$ cat src/rtl/core101_pkg.sv
// Shared Core101 decode constants: base opcodes and immediate format codes.
package core101_pkg;

  // Base opcodes, ins[6:0]
  localparam logic [6:0] OP_LUI    = 7'b0110111;
  localparam logic [6:0] OP_AUIPC  = 7'b0010111;
  localparam logic [6:0] OP_JAL    = 7'b1101111;
  localparam logic [6:0] OP_JALR   = 7'b1100111;
  localparam logic [6:0] OP_BRANCH = 7'b1100011;
  localparam logic [6:0] OP_LOAD   = 7'b0000011;
  localparam logic [6:0] OP_STORE  = 7'b0100011;
  localparam logic [6:0] OP_IMM    = 7'b0010011;
  localparam logic [6:0] OP_IMM32  = 7'b0011011;
  localparam logic [6:0] OP_SYSTEM = 7'b1110011;

  // Immediate format codes carried with every result
  localparam logic [2:0] IMM_FMT_NONE  = 3'd0;
  localparam logic [2:0] IMM_FMT_I     = 3'd1;
  localparam logic [2:0] IMM_FMT_S     = 3'd2;
  localparam logic [2:0] IMM_FMT_B     = 3'd3;
  localparam logic [2:0] IMM_FMT_U     = 3'd4;
  localparam logic [2:0] IMM_FMT_J     = 3'd5;
  localparam logic [2:0] IMM_FMT_SHAMT = 3'd6;
  localparam logic [2:0] IMM_FMT_Z     = 3'd7;

endpackage

$ cat src/rtl/imm_extract.sv
// Combinational immediate classifier/extender.
// Optional macro IMM_GEN_ZICSR_EN: SYSTEM opcodes with funct3[2]=1 produce
// format Z (uimm in ins[19:15]); without it every SYSTEM encoding is format I.
module imm_extract
  import core101_pkg::*;
#(
  parameter int XLEN = 32
) (
  input  logic [31:0]     ins,
  output logic [2:0]      fmt,
  output logic [XLEN-1:0] value
);

  logic [6:0]         opcode;
  logic [2:0]         funct3;
  logic               is_shift;
  logic [5:0]         shamt;
  logic signed [11:0] imm_i;
  logic signed [11:0] imm_s;
  logic signed [12:0] imm_b;
  logic signed [31:0] imm_u;
  logic signed [20:0] imm_j;

  assign opcode   = ins[6:0];
  assign funct3   = ins[14:12];
  assign is_shift = (funct3 == 3'b001) || (funct3 == 3'b101);

  // Raw fields in standard RISC-V bit placement; the signed type makes the
  // later width cast sign-extend from ins[31].
  assign imm_i = ins[31:20];
  assign imm_s = {ins[31:25], ins[11:7]};
  assign imm_b = {ins[31], ins[7], ins[30:25], ins[11:8], 1'b0};
  assign imm_u = {ins[31:12], 12'b0};
  assign imm_j = {ins[31], ins[19:12], ins[20], ins[30:21], 1'b0};
  // RV64 OP-IMM shifts use a 6-bit shamt; RV32 and the *W shifts use 5 bits.
  assign shamt = ((XLEN == 64) && (opcode == OP_IMM)) ? ins[25:20] : {1'b0, ins[24:20]};

  // Classify the immediate format from the opcode (and funct3 where needed)
  always_comb begin
    fmt = IMM_FMT_NONE;
    case (opcode)
      OP_LUI, OP_AUIPC: fmt = IMM_FMT_U;
      OP_JAL:           fmt = IMM_FMT_J;
      OP_JALR:          fmt = IMM_FMT_I;
      OP_BRANCH:        fmt = IMM_FMT_B;
      OP_LOAD:          fmt = IMM_FMT_I;
      OP_STORE:         fmt = IMM_FMT_S;
      OP_IMM:           fmt = is_shift ? IMM_FMT_SHAMT : IMM_FMT_I;
      OP_IMM32: begin
        // The *W opcodes only exist on RV64
        if (XLEN == 64) fmt = is_shift ? IMM_FMT_SHAMT : IMM_FMT_I;
      end
      OP_SYSTEM: begin
`ifdef IMM_GEN_ZICSR_EN
        fmt = funct3[2] ? IMM_FMT_Z : IMM_FMT_I;
`else
        fmt = IMM_FMT_I;
`endif
      end
      default: fmt = IMM_FMT_NONE;
    endcase
  end

  // Extend the selected field to XLEN; unknown formats yield zero
  always_comb begin
    value = '0;
    case (fmt)
      IMM_FMT_I:     value = XLEN'(imm_i);
      IMM_FMT_S:     value = XLEN'(imm_s);
      IMM_FMT_B:     value = XLEN'(imm_b);
      IMM_FMT_U:     value = XLEN'(imm_u);
      IMM_FMT_J:     value = XLEN'(imm_j);
      IMM_FMT_SHAMT: value = XLEN'(shamt);
      IMM_FMT_Z:     value = XLEN'(ins[19:15]);
      default:       value = '0;
    endcase
  end

endmodule

$ cat src/rtl/imm_gen_stage.sv
// Registered immediate-generation stage: classify/extend each accepted
// instruction and buffer the result in a DEPTH-entry FIFO.
// Optional macro IMM_GEN_ZICSR_EN (handled inside imm_extract) enables format Z.
//
// Handshake: a transfer happens on a rising edge where valid and ready are both
// high. ins_ready_output depends only on registered occupancy; the producer may
// not make ins_valid_input depend on it combinationally in a way that loops.
// imm_valid_output is high whenever an entry is buffered, and the head entry
// (value/fmt/tag) is held stable until imm_ready_input is seen high with it.
module imm_gen_stage
  import core101_pkg::*;
#(
  parameter int XLEN  = 32,
  parameter int DEPTH = 2,
  parameter int TAG_W = 5
) (
  input  logic                     clk_input,
  input  logic                     rst_input,
  input  logic                     flush_input,
  input  logic [31:0]              ins_input,
  input  logic [TAG_W-1:0]         ins_tag_input,
  input  logic                     ins_valid_input,
  output logic                     ins_ready_output,
  output logic [XLEN-1:0]          imm_value_output,
  output logic [2:0]               imm_fmt_output,
  output logic [TAG_W-1:0]         imm_tag_output,
  output logic                     imm_valid_output,
  input  logic                     imm_ready_input,
  output logic [$clog2(DEPTH):0]   occupancy_output
);

  localparam int PTR_W = $clog2(DEPTH);
  localparam int OCC_W = PTR_W + 1;
  localparam logic [OCC_W-1:0] DEPTH_OCC = OCC_W'(DEPTH);

  typedef struct packed {
    logic [TAG_W-1:0] tag;
    logic [2:0]       fmt;
    logic [XLEN-1:0]  value;
  } entry_t;

  entry_t           mem [DEPTH];
  entry_t           new_entry;
  entry_t           head;
  logic [PTR_W-1:0] wr_ptr;
  logic [PTR_W-1:0] rd_ptr;
  logic [OCC_W-1:0] occ;
  logic             push;
  logic             pop;
  logic [2:0]       ext_fmt;
  logic [XLEN-1:0]  ext_value;

  imm_extract #(.XLEN(XLEN)) u_extract (
    .ins   (ins_input),
    .fmt   (ext_fmt),
    .value (ext_value)
  );

  assign new_entry = '{tag: ins_tag_input, fmt: ext_fmt, value: ext_value};

  // Ready and valid come from registered occupancy only, so a pop in the same
  // cycle never frees a slot for a push while full.
  assign ins_ready_output = (occ < DEPTH_OCC);
  assign imm_valid_output = (occ != '0);
  assign push             = ins_valid_input && ins_ready_output && !flush_input;
  assign pop              = imm_valid_output && imm_ready_input && !flush_input;

  // Pointers and occupancy; flush and reset empty the FIFO and win over push/pop.
  // Pointers wrap naturally because DEPTH is a power of two.
  always_ff @(posedge clk_input) begin
    if (rst_input || flush_input) begin
      wr_ptr <= '0;
      rd_ptr <= '0;
      occ    <= '0;
    end else begin
      if (push) wr_ptr <= wr_ptr + PTR_W'(1);
      if (pop)  rd_ptr <= rd_ptr + PTR_W'(1);
      case ({push, pop})
        2'b10:   occ <= occ + OCC_W'(1);
        2'b01:   occ <= occ - OCC_W'(1);
        default: occ <= occ;
      endcase
    end
  end

  // Storage write; contents need no reset because the head is masked when empty
  always_ff @(posedge clk_input) begin
    if (push && !rst_input) mem[wr_ptr] <= new_entry;
  end

  // Head outputs are forced to zero whenever nothing is buffered
  always_comb begin
    head = '0;
    if (imm_valid_output) head = mem[rd_ptr];
  end

  assign imm_value_output = head.value;
  assign imm_fmt_output   = head.fmt;
  assign imm_tag_output   = head.tag;
  assign occupancy_output = occ;

endmodule

$ cat config.mk
export PLATFORM = sky130hd
export DESIGN_NAME = imm_gen_stage
export DESIGN_NICKNAME = d
export VERILOG_FILES = /design/src/rtl/core101_pkg.sv /design/src/rtl/imm_extract.sv /design/src/rtl/imm_gen_stage.sv
export SDC_FILE = /design/constraint.sdc
export NUM_CORES = 1
export LEC_CHECK = 0
export CAP_MARGIN = 20
export CORE_ASPECT_RATIO = 1.2
export CORE_MARGIN = 10
export CORE_UTILIZATION = 56
export CTS_BUF_LIST = sky130_fd_sc_hd__clkbuf_8
export DETAILED_ROUTE_END_ITERATION = 8
export PLACE_DENSITY = 0.86
export SYNTH_ARGS = -nofsm -noshare
export SYNTH_HDL_FRONTEND = slang
export SYNTH_SLANG_ARGS = --single-unit
$ cat constraint.sdc
create_clock -name clk_input -period 9.7 [get_ports clk_input]
set_input_delay 1.455 -clock clk_input [delete_from_list [all_inputs] [get_ports clk_input]]
set_output_delay 1.455 -clock clk_input [all_outputs]
set_load 0.01 [all_outputs]
-- Yosys cells after proc, flatten, opt, wreduce, memory -nomap -nowiden
Memories as Yosys holds them, arrays and structs flattened. A register that Yosys moved wholly into a read port is not among the register bits.
Index checks and enable logic that the tools add are counted.
- flip-flop bits (word level): 4
- RAM bits: 80
- input port bits: 42
- output and inout bits: 44
- word-level logic and storage cells: 51
- memories: 1
- $add $sub $neg: 4
- order comparisons: 1
- eq/ne operators: 20
- mux-type cells: 9
- reduce and logical (&&, ||, !) cells: 13
- memory list (name ; depth ; width ; read ports ; clocked after Yosys merged registers in ; write ports ; line ; source):
    mem ; 2 ; 40 ; 1 ; 1 ; 1 ; imm_gen_stage.sv:42 ; entry_t mem [DEPTH];
- operators with widths (kind ; number):
    32-bit one-hot mux with 7 select lines ; 1
    40-bit two-way mux ; 1
    7-bit == test, second input constant ; 4
    3-bit one-hot mux with 6 select lines ; 1
    3-bit == test, second input constant ; 5
    7-bit by 5-bit == test with 1-bit output, second input constant ; 2
    7-bit by 6-bit == test with 1-bit output, second input constant ; 2
    7-bit by 2-bit == test with 1-bit output, second input constant ; 1
    3-bit by 1-bit == test with 1-bit output, second input constant ; 2
    3-bit by 2-bit == test with 1-bit output, second input constant ; 2
    1-bit logical AND ; 5
    1-bit two-way mux ; 4
    2-bit one-hot mux with 2 select lines ; 1
    2-bit nonzero test ; 2
    3-bit two-way mux ; 1
    3-bit OR reduction ; 1
    1-bit adder, second input constant ; 2
    2-bit by 1-bit adder with 2-bit output, second input constant ; 1
    2-bit by 1-bit == test with 1-bit output, second input constant ; 1
    2-bit == test, second input constant ; 1
    1-bit logical NOT ; 2
    1-bit logical OR ; 2
    2-bit less-than comparator, second input constant ; 1
    2-bit OR reduction ; 1
    2-bit by 1-bit subtractor with 2-bit output, second input constant ; 1

-- Depth between registers and ports, before layout
Gate-level depths: netlist of run 1.
- word-level depth: 6
- gate-level depth with buffers: 9
- mapped depth without buffers: 9

-- Modules after synthesis
A second synthesis of run 1 with hierarchy kept.
- cell total of the unflattened synthesis: 285
- area total of the unflattened synthesis: 3912.5 sq um
- by module, submodules not included (module ; instances ; cells an instance ; area an instance (sq um) ; seq. area each (sq um)):
    imm_gen_stage ; 1 ; 196 ; 3231.8 ; 2502.4
    imm_extract ; 1 ; 89 ; 680.7 ; 0.0

-- Worst setup path before layout of run 1
OpenSTA, ideal clock, no wires.
- kind: input to register
- start: in flush_input
- end: mem mem[1][0] (netlist name) (enable)
- setup time: 0.496 ns
- arrival: 4.621 ns
- required time: 9.204 ns
- path slack: 4.583 ns
- stages on the path: 3
- path buffers: 0
- cell sequence: nor2_1 nand2_1 nor3b_1
- longest elaborated chain between the ends: 5
- ends and longest elaborated chain (what ; line ; source):
    from (decl) ; imm_gen_stage.sv:19 ; input logic flush_input,
    1-bit logical NOT ; imm_gen_stage.sv:65 ; assign push = ins_valid_input && ins_ready_output && !flush_input;
    1-bit logical AND ; imm_gen_stage.sv:65 ;
    1-bit logical AND ; imm_gen_stage.sv:88 ; if (push && !rst_input) mem[wr_ptr] <= new_entry;
    1-bit two-way mux ; imm_gen_stage.sv:88 ;
    1-bit two-way mux (not written as such) ; imm_gen_stage.sv:88 ;
    to (decl) ; imm_gen_stage.sv:42 ;
Every way passes these cells.

-- Worst setup path in the final report of run 1
- start: in ins_input[2]
- end: mem mem[0][29] (netlist name) (data pin)
- longest elaborated chain between the ends: 5
- elaborated cells between the ends (all ways): 20
- those cells by class: 16 x eq/ne; 2 x mux; 2 x reduce/logical
- ends and longest elaborated chain (what ; line ; source):
    from (decl) ; imm_gen_stage.sv:20 ; input logic [31:0] ins_input,
    7-bit == test (tied with other cells) ; imm_extract.sv:41 ; case (opcode)
    3-bit OR reduction (no source line) / 2-bit OR reduction (equally long branches) ; -- ;
    3-bit one-hot mux with 6 select lines * ; imm_extract.sv:41 ;
    3-bit == test (tied with other cells) ; imm_extract.sv:67 ; case (fmt)
    32-bit one-hot mux with 7 select lines * ; imm_extract.sv:67 ;
    net ext_value[29] ; imm_gen_stage.sv:51 ; logic [XLEN-1:0] ext_value;
Mark *: on every way through the listed nets, which the timed path passes. The rest lies on a longest branch.

==> flow_metrics.tcl, run 1 <==
set metrics [dict create \
    outcome "complete, no violations" \
    yosysMostFrequentCell "edfxtp_1" \
    first_pass_iters 4 \
    clock_sink_count 85 \
    grt.busiest_layer "met2" \
    worst_pin_slew_ns 0.964 \
    synth-seq-cells 85 \
    portBuffers 85 \
    antennaDiodeCount 0 \
    die_y_um 111 \
    whs_ns 0.570 \
    ys.flop_type "edfxtp_1" \
    cts_resized 0 \
    ys_async_sr_fraction 0 \
    antenna_found_initial 0 \
    route.vias.total 2568 \
    area_delta_synth_final_pct 28.1 \
    hold_class "flop to flop" \
    p_leak_nw 1.67 \
    period_share 0.398 \
    vias_per_cell 5.63 \
    die_area_um2 10700 \
    critPathArrivalTime_ns 4.06 \
    use_met1 0.191 \
    ff2ff_setup_slack_ns 7.45 \
    relSlewSlack 0.356 \
    fin_crit_ns 3.86 \
    seq_area_frac_synth 0.646 \
    maxSlewViolCount 0 \
    grt_pass1_wl_um 13900 \
    cts-root-buf "clkbuf_8" \
    worstPathMaxFanout 26 \
    routed_wl_um 8590 \
    cts_buffer_depth 2 \
    fin_nets 407 \
    startpoint_type "primary input" \
    synth_top_area_cell "edfxtp_1" \
    timing.final.hold_violations 0 \
    ir_drop_mv 0.113 \
    place_hpwl_um 5780 \
    grt_use_total 0.166 \
    tns_ns 0 \
    drcViolationCount 0 \
    synth_edf_count 80 \
    std_cell_rows 33 \
    rsz0062_at_grt "no" \
    crit_type "primary input to flop" \
    worstPathRequired_ns 9.90 \
    grt_pass1_vias 2686 \
    drv_cap 0 \
    synth.area.top_cells "edfxtp_1, mux2i_1, nor2_1" \
    nFillCells 449 \
    ys.warnings.count 0 \
    yosysTopAreaCellShare 0.620 \
    gp_congestion 0.865 \
    die_x_um 96.0 \
    synth_nets 328 \
    use_met3 0.0467 \
    clk_latency_ns 0.34 \
    fmax_ghz 0.259 \
    htreeDepth 3 \
    met2_usage 0.284 \
    netlist_instances 285 \
    cts_buffers 9 \
    layout-drive-gt1-share 0.0678 \
    dr.first_iter.drc_count 212 \
    ioPinCount 86 \
    clock_skew_ns 0.00465 \
    syn-cell-area_um2 3880 \
    cts_tree "done" \
    design_area_um2 4960 \
    worstSetupEndpointType "flop" \
    seqCellArea_um2 2500 \
    syn-mean-instance-area_um2 13.6 \
    place_area_um2 4780 \
    detail-route-antenna-nets 0 \
    ys_types 44 \
    powerDensity_nw_per_um2 141 \
    multiInputGateArea_um2 1280 \
    core_um2 6770 \
    initial_core_util 0.572 \
    post_cts_buffers 0 \
    grt_max_degree 42 \
    postCtsHoldBufs 0 \
    finalSetupViolCount 0 \
    synth_common_cells "edfxtp_1, nor2_1, mux2i_1, a41o_1, nor2b_1" \
    path_clk_slew_ns 0.08 \
    grt_overflow_total 0 \
    routedWlPerCell_um 18.8 \
]
[area by class of cell]
class	count	area share
flip-flops and latches	85	0.504
multi-input cells	176	0.258
repair buffers	88	0.176
clock buffers	9	0.0250
well taps	87	0.0219
clock inverters	7	0.0121
inverters	4	0.00302
[layout by cell type, fill, tap and decap left out, types with 2 or more instances in the layout]
cell             synthesis  layout
nand2b_1                 2       2
clkbuf_8                 0       9
nor2b_1                  9       9
nor2_1                  49      48
buf_4                    0       3
nand2_1                  4       4
a41o_1                  11      11
o21ai_0                  2       2
a21o_1                   8       8
xnor2_1                  2       2
a21oi_1                  4       4
inv_1                    4       7
edfxtp_1                80      80
mux2i_1                 41      41
clkdlybuf4s50_1          0      85
nor3_1                   8       7
a22o_1                   4       4
xor2_1                   4       4
dfxtp_1                  5       4
clkinv_2                 0       2
nand3b_1                 3       3
and2b_1                  2       2
[metrics by stage]
step / util / instances / setup slack, ns / total power, mW
3_3_place_gp: 0.706 / 440 / 5.64 / 0.474
3_5_place_dp: 0.706 / 440 / 5.54 / 0.475
5_1_grt: 0.733 / 456 / 5.64 / 0.726
4_1_cts: 0.733 / 456 / 5.87 / 0.703
2_1_floorplan: - / 285 / 4.58 / 0.443
6_report: 0.733 / 456 / 5.84 / 0.700
[cell families after synthesis]
kind of cell | after synthesis | synth area share
DFF | 85 | 0.646
and+or+nand+nor | 87 | 0.110
xor gates and xnor gates | 6 | 0.0136
muxes | 41 | 0.106
adders and majority gates | 1 | 0.00323
buffers and inverters | 24 | 0.0290
AOI/OAI and AO/OA | 41 | 0.0926
[worst paths after layout]
path | endpoint | cells past startpoint | from
worst max-delay path | mem[0][29]$_DFFE_PP_ | 5 | ins_input[2]
worst min-delay path | flop | 2 | rd_ptr$_SDFFE_PP0P_
worst max register to register | occupancy_output[1]$_SDFFE_PP0P_ | 8 | occupancy_output[1]$_SDFFE_PP0P_
worst min register to register | flop | 2 | rd_ptr$_SDFFE_PP0P_
[layer usage]
metal,vias up,routed length [um]
met5,-,0
met4,0,125
met3,11,599
met2,82,4430
met1,1244,3430
li1,1231,-
[state kept, by name (all words and copies together) (netlist names), named ones only]
name              count
mem                  80
rd_ptr                1
wr_ptr                1
occupancy_output      2
[critical path, stage by stage]
cell and delay, ns:
clkdlybuf4s50_1 1.10, mux2i_1 0.37, a32oi_1 0.16, a311oi_2 0.77
a41o_1 0.20
[power by group]
group          switching (mW)  total [mW]  internal (mW)  leakage [nW]
Sequential            0.00163       0.405          0.404         0.765
Clock                   0.117       0.233          0.116         0.107
Combinational          0.0313      0.0620         0.0307         0.803
No activity file was read; power rests on OpenSTA's default activity.
==> inputs of run 2 (changes only) <==
Settings changed: CORE_UTILIZATION 56 to 47, PLACE_DENSITY 0.86 to 0.77.
Clock period 9.7 ns to 3.3 ns, I/O delays scaled along.
==> run 2 against run 1 <==
  * Worst setup slack worse by 5.1 ns
  * Combinational power rose to 3.0 times the previous value
  * Design area is 2.3% higher
  * Highest routed layer unchanged
  * Power grew to 3.1 times the previous value
  * Largest power group unchanged
  * Critical path type unchanged
  * Utilization decreased by 10 points
  * Clock-buffer cell count unchanged
==> flow_metrics.tcl, run 2 (same netlist as run 1, synthesis figures left out) <==
set metrics [dict create \
    tns_ns 0 \
    p_leak_nw 1.70 \
    grt_max_degree 34 \
    worstSetupEndpointType "flop" \
    die_x_um 103 \
    ir_drop_mv 0.262 \
    vias_per_cell 5.41 \
    portBuffers 85 \
    htreeDepth 3 \
    routed_wl_um 8630 \
    std_cell_rows 36 \
    initial_core_util 0.481 \
    area_delta_synth_final_pct 31.1 \
    fin_nets 411 \
    die_y_um 119 \
    rsz0062_at_grt "no" \
    antennaDiodeCount 0 \
    maxSlewViolCount 0 \
    stdcell_count 468 \
    dr.first_iter.drc_count 155 \
    cts-root-buf "clkbuf_8" \
    clock_sink_count 85 \
    crit_path_cell_trace "clkdlybuf4s50_1 > nand2_1 > nor2_1 > a311oi_2 > a41o_1" \
    total_power_mw 2.18 \
    routedWlPerCell_um 18.4 \
    layout-drive-gt1-share 0.0858 \
    worst_pin_slew_ns 0.986 \
    design_area_um2 5080 \
    hold_class "flop to flop" \
    drv_cap 0 \
    crit_slowest_cell "nor2_1" \
    grt_overflow_total 0 \
    crit_type "primary input to flop" \
    fin_crit_ns 2.61 \
    critPathArrivalTime_ns 2.72 \
    fmax_ghz 0.383 \
    min_path_cells 2 \
    final_common_cell "clkdlybuf4s50_1" \
    grt_pass1_wl_um 13300 \
    place_hpwl_um 6150 \
    powerDensity_nw_per_um2 429 \
    critPathBufInv 1 \
    clock_skew_ns 0.00650 \
    cts_resized 0 \
    ioPinCount 86 \
    route.vias.total 2530 \
    cts_buffers 9 \
    first_pass_iters 4 \
    largest_register_ffs 80 \
    cts_tree "done" \
    antenna_found_initial 0 \
    drcViolationCount 0 \
    place_area_um2 4860 \
    whs_ns 0.564 \
    outcome "complete, no violations" \
    cts_buffer_depth 2 \
    postCtsHoldBufs 0 \
    worstPathMaxFanout 12 \
    startpoint_type "primary input" \
    die_area_um2 12300 \
    reg2regPathDepth 4 \
    timing.final.hold_violations 0 \
    slowest_delay_ns 0.73 \
    path_depth 5 \
    grt_pass1_vias 2621 \
    post_cts_buffers 0 \
    final_cell_mix "clkdlybuf4s50_1, edfxtp_1, nor2_1, mux2i_1, a41o_1" \
    relSlewSlack 0.338 \
    top_register "mem" \
    cp_top_family "simple AND/OR/NAND/NOR gates" \
    post-place-cells 452 \
    clk_latency_ns 0.35 \
    worstPathRequired_ns 3.41 \
    path_clk_slew_ns 0.09 \
    grt_use_total 0.141 \
    detail-route-antenna-nets 0 \
    finalSetupViolCount 0 \
    period_share 0.790 \
    gp_congestion 0.829 \
    core_um2 8060 \
]
## run 2: cell count changes in the layout (fill, tap and decap cells not counted), sizes merged
cell / before / now
buf: 3 / 7
bufinv: 1 / 2
clkinv: 3 / 0
clkinvlp: 0 / 4
inv: 7 / 5
## run 2: path summary, 6_finish.rpt
| check | startpoint | endpoint | slack (ns) |
|---|---|---|---|
| setup / recovery | ins_input[1] | mem[0][26]$_DFFE_PP_ | 0.69 |
| hold / removal | rd_ptr$_SDFFE_PP0P_ | flop | 0.56 |
| setup reg to reg | occupancy_output[1]$_SDFFE_PP0P_ | mem[1][20]$_DFFE_PP_ | 1.45 |
| hold reg to reg | rd_ptr$_SDFFE_PP0P_ | flop | 0.56 |
## run 2: report_power, final
| part | switching (mW) | total (mW) | leakage [nW] | internal, mW |
|---|---|---|---|---|
| clock | 0.375 | 0.803 | 0.0981 | 0.428 |
| combinational | 0.0920 | 0.186 | 0.834 | 0.0938 |
| sequential | 0.00542 | 1.19 | 0.765 | 1.19 |
## run 2: layout make-up
type	instances	area, um^2
Clock buffer	9	124
Clock inverter	7	98.8
Fill cell	631	2980
Inverter	4	15.0
Multi-Input combinational cell	176	1290
Sequential cell	85	2500
Tap cell	95	119
Timing Repair Buffer	92	928
## run 2: worst min-delay path, stage by stage (launching register included)
cell and delay [ns]:
dfxtp_1 0.33, xor2_1 0.08, nor3_1 0.11
## run 2: routing by layer
layer / vias up / share of wire / GRT usage
li1: 1236 / - / -
met5: - / 0 / 0
met2: 64 / 0.53 / 0.249
met3: 6 / 0.047 / 0.0347
met1: 1224 / 0.41 / 0.161
met4: 0 / 0.0088 / 0.0444
## run 2: stage by stage
step	util	setup WS, ns
6_report	0.630	0.692
5_1_grt	0.630	0.547
4_1_cts	0.630	0.673
3_5_place_dp	0.602	0.367
3_3_place_gp	0.602	0.409
2_1_floorplan	-	0.547
